## src/rtl/sample_record_writer.sv

```systemverilog
// Sampling-record writer: turns changes on the sampling-action bus into tagged records
// and queues them in a small FIFO that drains over a valid/ready handshake.
module sample_record_writer #(
   parameter int DATA_W     = 64,
   parameter int NUM_CH     = 2,
   parameter int FIFO_DEPTH = 8,
   parameter int TEST_LO    = 3,
   parameter int TEST_HI    = 180
) (
   input  logic                            clk,
   input  logic                            reset,
   input  logic                            enable,
   input  logic                            test_mode,
   input  logic [NUM_CH-1:0]               sampling_actions,
   input  logic [DATA_W-1:0]               calc_values,
   output logic                            wr_valid,
   input  logic                            wr_ready,
   output logic [DATA_W-1:0]               wr_data,
   output logic [NUM_CH-1:0]               wr_tag,
   output logic [$clog2(FIFO_DEPTH):0]     fifo_level,
   output logic [15:0]                     overflow_cnt
);

   localparam int HALF_W = DATA_W / 2;
   localparam int PTR_W  = $clog2(FIFO_DEPTH);
   localparam int LVL_W  = PTR_W + 1;
   localparam int REC_W  = NUM_CH + DATA_W;

   logic [NUM_CH-1:0] last_actions_reg;
   logic [HALF_W-1:0] cnt_up_reg;
   logic [HALF_W-1:0] cnt_dn_reg;
   logic [HALF_W-1:0] cnt_up_next;
   logic [HALF_W-1:0] cnt_dn_next;
   logic [PTR_W-1:0]  wr_ptr_reg;
   logic [PTR_W-1:0]  rd_ptr_reg;
   logic [LVL_W-1:0]  level_reg;
   logic [15:0]       overflow_reg;
   logic [REC_W-1:0]  mem [FIFO_DEPTH];
   logic [REC_W-1:0]  head_rec;

   logic              action_change;
   logic              event_hit;
   logic              one_hot;
   logic              fifo_full;
   logic              push;
   logic              pop;
   logic              drop;
   logic [DATA_W-1:0] payload;

   always_comb begin
      action_change = enable && (sampling_actions != last_actions_reg);
      event_hit     = action_change && (sampling_actions != '0);
      one_hot       = (sampling_actions != '0) &&
                      ((sampling_actions & (sampling_actions - NUM_CH'(1))) == '0);

      cnt_up_next = cnt_up_reg;
      cnt_dn_next = cnt_dn_reg;
      if (event_hit && one_hot) begin
         if (cnt_up_reg == HALF_W'(TEST_HI)) begin
            cnt_up_next = HALF_W'(TEST_LO);
            cnt_dn_next = HALF_W'(TEST_HI);
         end else begin
            cnt_up_next = cnt_up_reg + HALF_W'(1);
            cnt_dn_next = cnt_dn_reg - HALF_W'(1);
         end
      end

      // The record carries the post-update counter values of its own event.
      payload   = test_mode ? {cnt_dn_next, cnt_up_next} : calc_values;
      fifo_full = (level_reg == LVL_W'(FIFO_DEPTH));
      pop       = wr_valid && wr_ready;
      push      = event_hit && (!fifo_full || pop);
      drop      = event_hit && fifo_full && !pop;
   end

   always_ff @(posedge clk or posedge reset) begin
      if (reset) begin
         last_actions_reg <= '1;
         cnt_up_reg       <= HALF_W'(TEST_LO);
         cnt_dn_reg       <= HALF_W'(TEST_HI);
         wr_ptr_reg       <= '0;
         rd_ptr_reg       <= '0;
         level_reg        <= '0;
         overflow_reg     <= '0;
      end else begin
         if (!enable) begin
            last_actions_reg <= '1;
         end else if (action_change) begin
            last_actions_reg <= sampling_actions;
         end
         cnt_up_reg <= cnt_up_next;
         cnt_dn_reg <= cnt_dn_next;
         if (push) begin
            wr_ptr_reg <= wr_ptr_reg + PTR_W'(1);
         end
         if (pop) begin
            rd_ptr_reg <= rd_ptr_reg + PTR_W'(1);
         end
         case ({push, pop})
            2'b10:   level_reg <= level_reg + LVL_W'(1);
            2'b01:   level_reg <= level_reg - LVL_W'(1);
            default: level_reg <= level_reg;
         endcase
         if (drop && (overflow_reg != 16'hFFFF)) begin
            overflow_reg <= overflow_reg + 16'd1;
         end
      end
   end

   // Storage needs no reset: level_reg alone decides which entries are live.
   always_ff @(posedge clk) begin
      if (push) begin
         mem[wr_ptr_reg] <= {sampling_actions, payload};
      end
   end

   assign head_rec     = mem[rd_ptr_reg];
   assign wr_valid     = (level_reg != '0);
   assign wr_data      = wr_valid ? head_rec[DATA_W-1:0] : '0;
   assign wr_tag       = wr_valid ? head_rec[REC_W-1:DATA_W] : '0;
   assign fifo_level   = level_reg;
   assign overflow_cnt = overflow_reg;

endmodule

```

## config.mk

```make
export PLATFORM = sky130hd
export DESIGN_NAME = sample_record_writer
export DESIGN_NICKNAME = d
export VERILOG_FILES = /design/src/rtl/sample_record_writer.sv
export SDC_FILE = /design/constraint.sdc
export NUM_CORES = 1
export LEC_CHECK = 0
export ABC_AREA = 0
export CORE_MARGIN = 1
export CORE_UTILIZATION = 30
export CTS_CLUSTER_SIZE = 25
export DETAILED_ROUTE_END_ITERATION = 10
export SLEW_MARGIN = 10
export SYNTH_ARGS = -nofsm -noshare
export SYNTH_HDL_FRONTEND = slang
export SYNTH_SLANG_ARGS = --single-unit
```

## constraint.sdc

```tcl
create_clock -name clk -period 8.7 [get_ports clk]
set_input_delay 1.74 -clock clk [delete_from_list [all_inputs] [get_ports clk]]
set_output_delay 1.74 -clock clk [all_outputs]
set_load 0.01 [all_outputs]
```

=== After elaboration in Yosys (flattened, before gate mapping) ===
Memory sizes are Yosys's and may differ from the RTL's.
Index checks and enable logic that the tools add are counted.

* $add $sub $neg: 8
* Equality and inequality tests: 7
* Mux-type cells: 12
* Bitwise logic cells: 1
* Reduce and logical (&&, ||, !) cells: 16

{| class="wikitable"
|+ Operators with widths
! kind !! number
|-
| 32-bit two-way mux || 4
|-
| 64-bit two-way mux || 2
|-
| 32-bit by 1-bit adder with 32-bit output, second input constant || 1
|-
| 32-bit by 8-bit equality test with 1-bit output, second input constant || 1
|-
| 32-bit by 1-bit subtractor with 32-bit output, second input constant || 1
|-
| 16-bit by 1-bit adder with 16-bit output, second input constant || 1
|-
| 16-bit inequality test, second input constant || 1
|-
| 1-bit logical AND || 9
|-
| 4-bit one-hot mux with 2 select lines || 1
|-
| 3-bit by 1-bit adder with 3-bit output, second input constant || 2
|-
| 2-bit two-way mux || 3
|-
| 4-bit by 1-bit adder with 4-bit output, second input constant || 1
|-
| 4-bit equality test, second input constant || 1
|-
| 2-bit nonzero test || 2
|-
| 4-bit nonzero test || 1
|-
| 4-bit by 1-bit subtractor with 4-bit output, second input constant || 1
|-
| 2-bit bitwise AND || 1
|-
| 2-bit by 1-bit equality test with 1-bit output, second input constant || 1
|-
| 2-bit equality test, second input constant || 1
|-
| 1-bit zero test || 2
|-
| 2-bit zero test || 1
|-
| 1-bit two-way mux || 2
|-
| 2-bit by 1-bit inequality test with 1-bit output, second input constant || 1
|-
| 2-bit inequality test || 1
|-
| 2 further kinds || 2
|}

* Register bits after elaboration: 92
* RAM bits: 528
* Input bits: 71
* Output and inout bits: 87
* Word-level logic and storage cells: 52
* Memories kept: 1

{| class="wikitable"
|+ Memory list
! memory !! depth !! bits a word !! read ports !! clocked after memory_dff !! wr ports !! line !! source
|-
| mem || 8 || 66 || 1 || 0 || 1 || 38 || <nowiki>logic [REC_W-1:0] mem [FIFO_DEPTH];</nowiki>
|}

=== Longest topological paths before layout ===
Gate-level depths: netlist (run 1).

* Word-level depth: 7
* Mapped depth: 13
* Depth with buffers taken out: 12

=== Worst setup path before layout (run 1) ===
No wires, ideal clock.

* Path type: input to register
* Start: input port sampling_actions[0]
* End: memory mem[0][0] (netlist bit) (enable)
* Arrival: 7.563 ns
* Setup slack: 0.566 ns
* Cell stages on the path: 8
* Buffers on the path: 2
* Cell sequence: inv_1 -> ha_1 -> nand2b_1 -> a21o_1 -> clkbuf_1 -> clkbuf_1 -> or3_1 -> nor3_1

* Word-level cells in the longest chain between the ends: 6
* Elaborated cells between the ends (all ways): 7

{| class="wikitable"
|+ Ends and longest elaborated chain
! element !! line !! source
|-
| from (decl) || 14 || <nowiki>input logic [NUM_CH-1:0] sampling_actions,</nowiki>
|-
| 2-bit inequality test || 51 || <nowiki>action_change = enable && (sampling_actions != last_actions_reg);</nowiki>
|-
| 1-bit logical AND || 51 ||
|-
| 1-bit logical AND * || 52 || <nowiki>event_hit = action_change && (sampling_actions != '0);</nowiki>
|-
| 1-bit logical AND * || 72 || <nowiki>push = event_hit && (!fifo_full || pop);</nowiki>
|-
| 1-bit two-way mux * || 112 || <nowiki>if (push) begin</nowiki>
|-
| 1-bit two-way mux (not written as such) * || 113 || <nowiki>mem[wr_ptr_reg] <= {sampling_actions, payload};</nowiki>
|-
| to (decl) || 38 ||
|}

Mark *: on every way between the ends. The rest lies on a longest branch, timed or not.

=== Worst setup path after layout (run 1) ===
* Start: register rd_ptr_reg[0]
* End: output port wr_data[0]

* Word-level cells in the longest chain between the ends: 2

{| class="wikitable"
|+ Ends and longest elaborated chain
! element !! line !! source
|-
| from (decl) || 35 || <nowiki>logic [PTR_W-1:0] rd_ptr_reg;</nowiki>
|-
| from (signal assigned) || 97 || <nowiki>rd_ptr_reg <= rd_ptr_reg + PTR_W'(1);</nowiki>
|-
| memory read 8 x 66 bit || -- ||
|-
| 64-bit two-way mux || 119 || <nowiki>assign wr_data = wr_valid ? head_rec[DATA_W-1:0] : '0;</nowiki>
|-
| to (decl) || 18 || <nowiki>output logic [DATA_W-1:0] wr_data,</nowiki>
|}

Every way passes these cells.

==> results of run 1 <==
-- metrics by stage --
step	instance area (um2)	hold WS (ps)	instances	total power [mW]	util [%]
floorplan	25500	455	1441	5.49	-
global placement	28500	485	2678	6.74	33.9
detailed placement	28500	484	2679	6.77	34.0
CTS	30800	495	2801	9.68	36.6
global route	30800	510	2801	9.96	36.6
finish	30800	498	2801	9.52	36.6
-- metal layers --
layer,vias up,GRT usage (%)
li1,6074,-
met1,7031,19.5
met2,364,22.6
met3,72,3.10
met4,12,4.54
met5,-,0
-- worst max-delay path, stage by stage, from the launching register on --
cell and delay, ps:
dfrtp_4 1030, buf_12 610, mux4_2 600, mux2i_1 330, nor2_1 90, clkdlybuf4s50_1 560
-- worst paths after layout --
check                                    startpoint               to  slack, ps  depth (start not counted)
worst max-delay path                  rd_ptr_reg[0]       wr_data[0]       2990                          5
worst min-delay path                 cnt_up_reg[31]   cnt_up_reg[31]        500                          1
worst min register to register       cnt_up_reg[31]   cnt_up_reg[31]        500                          1
max in group asynchronous                     reset    cnt_up_reg[3]       5930                          3
min in group asynchronous                     reset  overflow_cnt[7]       1480                          2
worst max register to register  last_actions_reg[0]       mem[2][33]       5000                          5
-- layout make-up --
class	count	area share, %
Timing Repair Buffer	181	5.73
Sequential cell	620	59.1
Multi-Input combinational cell	724	23.0
Inverter	20	0.252
Clock inverter	35	1.40
Tap cell	1134	4.61
Clock buffer	87	5.93
-- power by group --
group          switching (mW)  internal (mW)  leakage [nW]
combinational            1.38           1.42          3.33
clock                    1.16           1.73          1.08
sequential              0.271           3.56          5.97
total                    2.81           6.71          10.4
-- layout by cell type (no fill, tap or decap), types with 10 or more instances in the layout --
cell / netlist / final
edfxtp_1: 528 / 528
dfrtp_1: 84 / 81
clkdlybuf4s50_1: 0 / 156
nand3_1: 23 / 23
nor4_1: 33 / 32
o21ai_0: 10 / 10
buf_4: 0 / 23
a21oi_1: 11 / 11
a211oi_1: 16 / 16
clkinv_1: 1 / 10
or3_1: 12 / 12
nand2_1: 43 / 43
mux2_2: 36 / 36
xnor2_1: 45 / 45
xor2_1: 26 / 26
inv_1: 19 / 18
mux4_2: 132 / 132
nor3_1: 28 / 24
mux2i_1: 68 / 68
clkbuf_16: 0 / 68
clkbuf_1: 58 / 14
nor2_1: 126 / 120
nand4_1: 19 / 19
-- logic make-up (layout without fill, tap and decap cells) --
family          after synthesis  count (layout)  share of synthesized area [%]
compound gates               80              80                           2.20
xor+xnor                     71              71                           2.44
fa+ha+maj                    10              10                          0.520
buf+inv                      97             323                           1.43
flops                       620             620                           71.2
simple gates                327             327                           6.34
mux                         236             236                           15.9
==> results.yml, run 1 <==
detailed_routing:
  finalWirelength_um: 61700
  wl_met2_um: 29400
  drc: 0
  top_layer: "met5"
  ant_nets: 0
  dr.first_iter.drc_count: 832
  drtPass1Iterations: 5
  vias: 13553
  post_drt_via_cell_ratio: 4.84
  wl_met1_um: 27100
  wl_met3_um: 3750
  wl_per_cell_um: 22.0
sta:
  fin_setup_tns_ps: 0
  tightest_slew_ps: 1160
  fin_skew_ps: 29.0
  hold_violations: 0
  setup_ws_ps: 2990
  finalSetupViolCount: 0
  rsz0062_at_grt: "false"
  slew_headroom_pct: 22.5
  fin_crit_ps: 5710
  slew_violations: 0
  finalCritPeriodShare_pct: 65.6
  fmaxAchievable_mhz: 175
clocking:
  cts.sinks: 620
  cts_made_buffers: 66
  clk_path_buf_depth: 3
  cts_setup_buffers: 0
  holdBufCountCts: 0
  cts-resized-gates: 0
  clk_latency_ps: 600
  cts_tree: "built"
  cts-root-buf: "clkbuf_16"
  htree_num_levels: 3
  clkSlewWorstSetupHoldPaths_ps: 60
layout:
  regArea_um2: 18200
  area_delta_synth_final_pct: 20.5
  multi_input_area_um2: 7070
  final.fill_count: 7706
  final_net_count: 1694
  drive_above_1_share_pct: 19.4
  antennaDiodeCount: 0
  largest_register_ffs: 528
synth:
  yosysMostFrequentCell: "edfxtp_1"
  synthArstFlopShare_pct: 14.8
  yosys.cell_types.count: 61
  yosysSeqAreaShare_pct: 71.2
  synth_edf_count: 528
  yosysWarnings: 0
  syn_nets: 1522
  synthCells: 1441
  netlist.area_leader.share_pct: 62.1
  synth-seq-cells: 620
  synth.area.top_cells: "edfxtp_1 (62%), mux4_2 (12%), dfrtp_1 (8.2%)"
  syn_area_um2: 25500
  synthFlopType: "edfxtp_1"
  yosys-top-cells-count: "edfxtp_1 (528), mux4_2 (132), nor2_1 (126)"
  avgSynthCellArea_um2: 17.7
  synth_largest_area_cell: "edfxtp_1"
global_route:
  gr-total-overflow: 0
  grt_pass1_wl_um: 91200
  grt_pass1_vias: 13952
  grt_max_degree: 91
  grt_usage_pct: 14.2
  antenna_found_initial: 7
power:
  irDropWorstVdd_v: 0.000272
  total_leakage_power_nw: 10.4
  power_density_nw_per_um2: 309
hold_path:
  hp-class: "flip-flop to flip-flop"
floorplanning:
  ioPinCount: 158
  fp.dieH_um: 294
  dieArea_um2: 86300
  die-width_um: 294
  core-area_um2: 84000
  start_util_pct: 30.4
  rows: 106
placement:
  io_buffers: 157
  hpwl_um: 37300
  pre_cts_ws_ps: 2600
  place_congestion: 0.764
worst_setup_path:
  critPathCaptureType: "output port"
  cp_max_fo: 90
  critPathRequiredTime_ps: 6960
  critPathKind: "flip-flop to output port"
  critPathArrivalTime_ps: 3970
  start_kind: "flip-flop"
run_status:
  outcome: "complete, no violations"
job:
  cap_violations: 0
Note: power is estimated with default switching activity, not from simulation.
==> run 2, diff against run 1 <==
clock period = 4.8 ns   (was 8.7 ns; I/O delays follow)
==> run 2 against run 1 <==
Non-clock buffer count grew 14. First-iteration DRC count up 9.0%. Via count is 0.67% higher. Highest routed layer unchanged. Clock power is 65% higher.
==> results.yml, run 2 (synthesized netlist as in run 1, its figures left out) <==
run_status:
  outcome: "complete, no violations"
placement:
  dp.cells: 2693
  hpwl_um: 37200
  io_buffers: 157
  pre_cts_ws_ps: 433
  place_congestion: 0.771
sta:
  tightest_slew_ps: 988
  finalSetupViolCount: 0
  rsz0062_at_grt: "false"
  fmaxAchievable_mhz: 236
  slew_headroom_pct: 33.7
  fin_skew_ps: 28.4
  fin_crit_ps: 4240
  fin_hold_ws_ps: 508
  setup_ws_ps: 556
  slew_violations: 0
  finalCritPeriodShare_pct: 88.4
  hold_violations: 0
power:
  total_leakage_power_nw: 10.4
  irDropWorstVdd_v: 0.000322
  power_density_nw_per_um2: 548
hold_path:
  hold_end: "cnt_up_reg[31]"
  hp-start: "cnt_up_reg[31]"
  min_path_cells: 1
  hp-class: "flip-flop to flip-flop"
detailed_routing:
  ant_nets: 0
  wl_per_cell_um: 22.0
  drtPass1Iterations: 4
  drc: 0
  dr.first_iter.drc_count: 907
  vias: 13644
  post_drt_via_cell_ratio: 4.86
  finalWirelength_um: 61800
layout:
  area_delta_synth_final_pct: 20.8
  largest_register_ffs: 528
  final_cell_mix: "edfxtp_1 (528), clkdlybuf4s50_1 (156), mux4_2 (132)"
  final_net_count: 1703
  mostFrequentLayoutCell: "edfxtp_1"
  drive_above_1_share_pct: 19.9
  antennaDiodeCount: 0
  final_core_util_pct: 36.7
  finalNonFillerCells: 2806
  final.fill_count: 7722
worst_setup_path:
  critPathCaptureType: "output port"
  critPathMaxStageDelay_ps: 710
  crit_path_top_delay_cell: "dfrtp_4"
  r2r_cells: 8
  cp_max_fo: 24
  cp_cell_sequence: "buf_4 > mux4_2 > mux2i_1 > nor2_1 > clkdlybuf4s50_1"
  cpLargestDelayFamily: "buffers and inverters"
  worst-path-buf-inv: 2
  critPathKind: "flip-flop to output port"
  r2r_start: "cnt_dn_reg[0]"
  critPathRequiredTime_ps: 3840
  start_kind: "flip-flop"
  rrSetupSlack_ps: 1340
  reg2reg_to: "mem[4][42]"
  critPathArrivalTime_ps: 3280
floorplanning:
  start_util_pct: 30.4
  ioPinCount: 158
  dieArea_um2: 86300
  die-width_um: 294
  fp.dieH_um: 294
  core-area_um2: 84000
  rows: 106
job:
  cap_violations: 0
clocking:
  htree_num_levels: 2
  cts_made_buffers: 61
  clkSlewWorstSetupHoldPaths_ps: 60
  cts-root-buf: "clkbuf_16"
  cts.sinks: 620
  holdBufCountCts: 0
  cts-resized-gates: 0
  clk_path_buf_depth: 3
  cts_tree: "built"
  clk_latency_ps: 630
  cts_setup_buffers: 0
global_route:
  grt_usage_pct: 14.3
  grt_pass1_vias: 14489
  grt_max_degree: 86
  grt_pass1_wl_um: 92600
  antenna_found_initial: 5
  gr-total-overflow: 0
==> run 2: cell count changes in the layout (fill, tap and decap cells not counted), sizes merged <==
cell / delta
clkdlybuf4s18: -1
bufinv: -3
buf: +15
clkinv: +3
clkbuf: -9
==> run 2: power by group <==
part | internal, mW | total (mW) | switching (mW)
clock | 2.73 | 4.76 | 2.02
combinational | 2.68 | 5.30 | 2.62
sequential | 6.45 | 6.86 | 0.411
total | 11.9 | 16.9 | 5.05
==> run 2: worst max path at each step <==
| stage | startpoint | end | depth (start not counted) |
|---|---|---|---|
| 2_1_floorplan | sampling_actions[0] | mem[2][0] | 8 |
| 3_3_place_gp | sampling_actions[0] | mem[4][42] | 9 |
| 3_5_place_dp | sampling_actions[0] | mem[5][57] | 9 |
| 4_1_cts | rd_ptr_reg[0] | wr_data[32] | 5 |
| 5_1_grt | rd_ptr_reg[0] | wr_data[32] | 5 |
| 6_report | rd_ptr_reg[0] | wr_data[32] | 5 |
==> run 2: metal layers <==
| metal | part of all wire [%] | GRT usage, % | up-vias |
|---|---|---|---|
| li1 | - | - | 6094 |
| met4 | 1.7 | 2.91 | 8 |
| met2 | 49 | 23.8 | 329 |
| met1 | 45 | 19.5 | 7124 |
| met3 | 4.6 | 2.58 | 89 |
| met5 | 0.089 | 0 | - |
==> run 2: worst register-to-register path, stage by stage (launching register included) <==
cell and delay (ps):
dfrtp_1 420, inv_1 90, ha_1 300, or3b_2 590, a2111oi_0 530, buf_4 210
nand2_1 60, xor2_1 160, a211oi_1 780
==> run 2: layout make-up <==
type	count	area, um2	area share (%)
multi-input combinational	724	7080	23.0
tap	1134	1420	4.60
timing repair buffer	195	2070	6.70
inverter	20	77.6	0.252
sequential	620	18200	59.0
clock buffer	78	1670	5.42
clock inverter	35	340	1.10
==> run 2: stage by stage <==
stage | setup TNS, ps | total power [mW] | cell area (um2)
after floorplan | -187080 | 9.95 | 25500
after global placement | 0 | 12.3 | 28800
after detailed placement | 0 | 12.4 | 28800
after CTS | 0 | 17.2 | 30800
after global routing | 0 | 17.7 | 30800
final | 0 | 16.9 | 30800
==> run 3, diff against run 2 <==
ABC_AREA = not set   (was 0)
DONT_BUFFER_PORTS = 1   (was not set)
TNS_END_PERCENT = 20   (was not set)
==> run 3 against run 2 <==
Worst hold slack worse by 180 ps. Die area stayed put. Clock power is 1% lower. Worst setup slack better by 370 ps. First-iteration DRC count is 6.8% lower. Global-route usage is 0.20 points lower. Core utilization is 2.1 points lower. Via count is 4.2% lower. Final cell count is 5.8% lower. Sequential share of layout area is 3.5 points higher. Critical path depth is 1 lower.
==> results.yml, run 3 (synthesized netlist as in run 1, its figures left out) <==
run_status:
  outcome: "complete, no violations"
worst_setup_path:
  cp_cell_sequence: "buf_4 > mux4_2 > mux2i_1 > nor2_1"
  critPathKind: "flip-flop to output port"
  start_kind: "flip-flop"
  cp_max_fo: 38
  crit_path_top_delay_cell: "dfrtp_4"
  critPathCaptureType: "output port"
  rrSetupSlack_ps: 1220
  r2r_cells: 7
  r2r_start: "cnt_dn_reg[0]"
  critPathRequiredTime_ps: 3840
  critPathMaxStageDelay_ps: 830
  critPathArrivalTime_ps: 2910
  reg2reg_to: "mem[0][42]"
clocking:
  htree_num_levels: 2
  clk_path_buf_depth: 3
  holdBufCountCts: 0
  cts-resized-gates: 0
  cts_setup_buffers: 0
  clk_latency_ps: 620
  cts.sinks: 620
  cts_made_buffers: 60
  clkSlewWorstSetupHoldPaths_ps: 60
  cts_tree: "built"
  cts-root-buf: "clkbuf_16"
sta:
  fmaxAchievable_mhz: 258
  tightest_slew_ps: 1180
  fin_hold_ws_ps: 330
  slew_headroom_pct: 20.6
  finalSetupViolCount: 0
  slew_violations: 0
  finalCritPeriodShare_pct: 80.6
  rsz0062_at_grt: "false"
  fin_crit_ps: 3870
  fin_skew_ps: 22.8
  hold_violations: 0
detailed_routing:
  dr.first_iter.drc_count: 845
  vias: 13077
  drc: 0
  wl_per_cell_um: 23.0
  drtPass1Iterations: 5
  post_drt_via_cell_ratio: 4.95
  finalWirelength_um: 60700
  ant_nets: 0
layout:
  largest_register_ffs: 528
  drive_above_1_share_pct: 21.2
  area_delta_synth_final_pct: 14.0
  finalNonFillerCells: 2642
  final_net_count: 1536
  mostFrequentLayoutCell: "edfxtp_1"
  final_cell_mix: "edfxtp_1 (528), mux4_2 (132), nor2_1 (120)"
global_route:
  antenna_found_initial: 14
  grt_pass1_wl_um: 90200
  grt_pass1_vias: 13521
  grt_usage_pct: 14.1
  gr-total-overflow: 0
  grt_max_degree: 87
placement:
  hpwl_um: 37600
  dp.cells: 2527
  io_buffers: 0
  place_congestion: 0.770
power:
  finalPower_mw: 15.8
  power_density_nw_per_um2: 544
  irDropWorstVdd_v: 0.000313
  total_leakage_power_nw: 9.73
floorplanning:
  start_util_pct: 30.4
  dieArea_um2: 86300
  ioPinCount: 158
  rows: 106
  core-area_um2: 84000
  fp.dieH_um: 294
  die-width_um: 294
job:
  cap_violations: 0
hold_path:
  hp-class: "input port to asynchronous set/reset pin"
## run 3: layout make-up
cell class / count / area, um2
Clock inverter: 32 / 322
Inverter: 20 / 77.6
Multi-Input combinational cell: 724 / 7090
Antenna cell: 2 / 5.00
Sequential cell: 620 / 18200
Clock buffer: 81 / 1660
Timing Repair Buffer: 29 / 355
Fill cell: 7794 / 54800
Tap cell: 1134 / 1420
## run 3: where the power goes
group,switching [mW],internal (mW),total (mW)
registers,0.515,6.44,6.96
clock network,2.00,2.70,4.70
logic,2.41,1.77,4.18
total,4.92,10.9,15.8
## run 3: how the worst max path moves through the flow
stage | end | cells past startpoint | startpoint
2_1_floorplan | mem[2][0] | 8 | sampling_actions[0]
3_3_place_gp | mem[6][18] | 7 | sampling_actions[0]
6_report | wr_data[63] | 4 | rd_ptr_reg[1]
4_1_cts | wr_data[57] | 4 | rd_ptr_reg[1]
3_5_place_dp | mem[3][59] | 7 | sampling_actions[0]
5_1_grt | wr_data[0] | 4 | rd_ptr_reg[0]
## run 3: metrics by stage
step	setup TNS (ps)	util, %	setup WS [ps]	area, um2
2_1_floorplan	-286840	-	-766	25500
3_3_place_gp	0	32.3	1100	27100
3_5_place_dp	0	32.3	878	27100
4_1_cts	0	34.7	820	29100
5_1_grt	0	34.7	710	29100
6_report	0	34.7	930	29100
## run 3: per-layer routing
| metal | routed length, um | GRT usage (%) |
|---|---|---|
| met1 | 25200 | 18.1 |
| met2 | 29000 | 22.6 |
| met3 | 5050 | 4.77 |
| met4 | 1420 | 4.01 |
| met5 | 96 | 0 |
## run 3: critical path, delay by kind of cell, from the launching register on
family,cells,cell delay [ps]
DFF,1,830
muxes,2,740
buffers and inverters,1,530
and+or+nand+nor,1,150
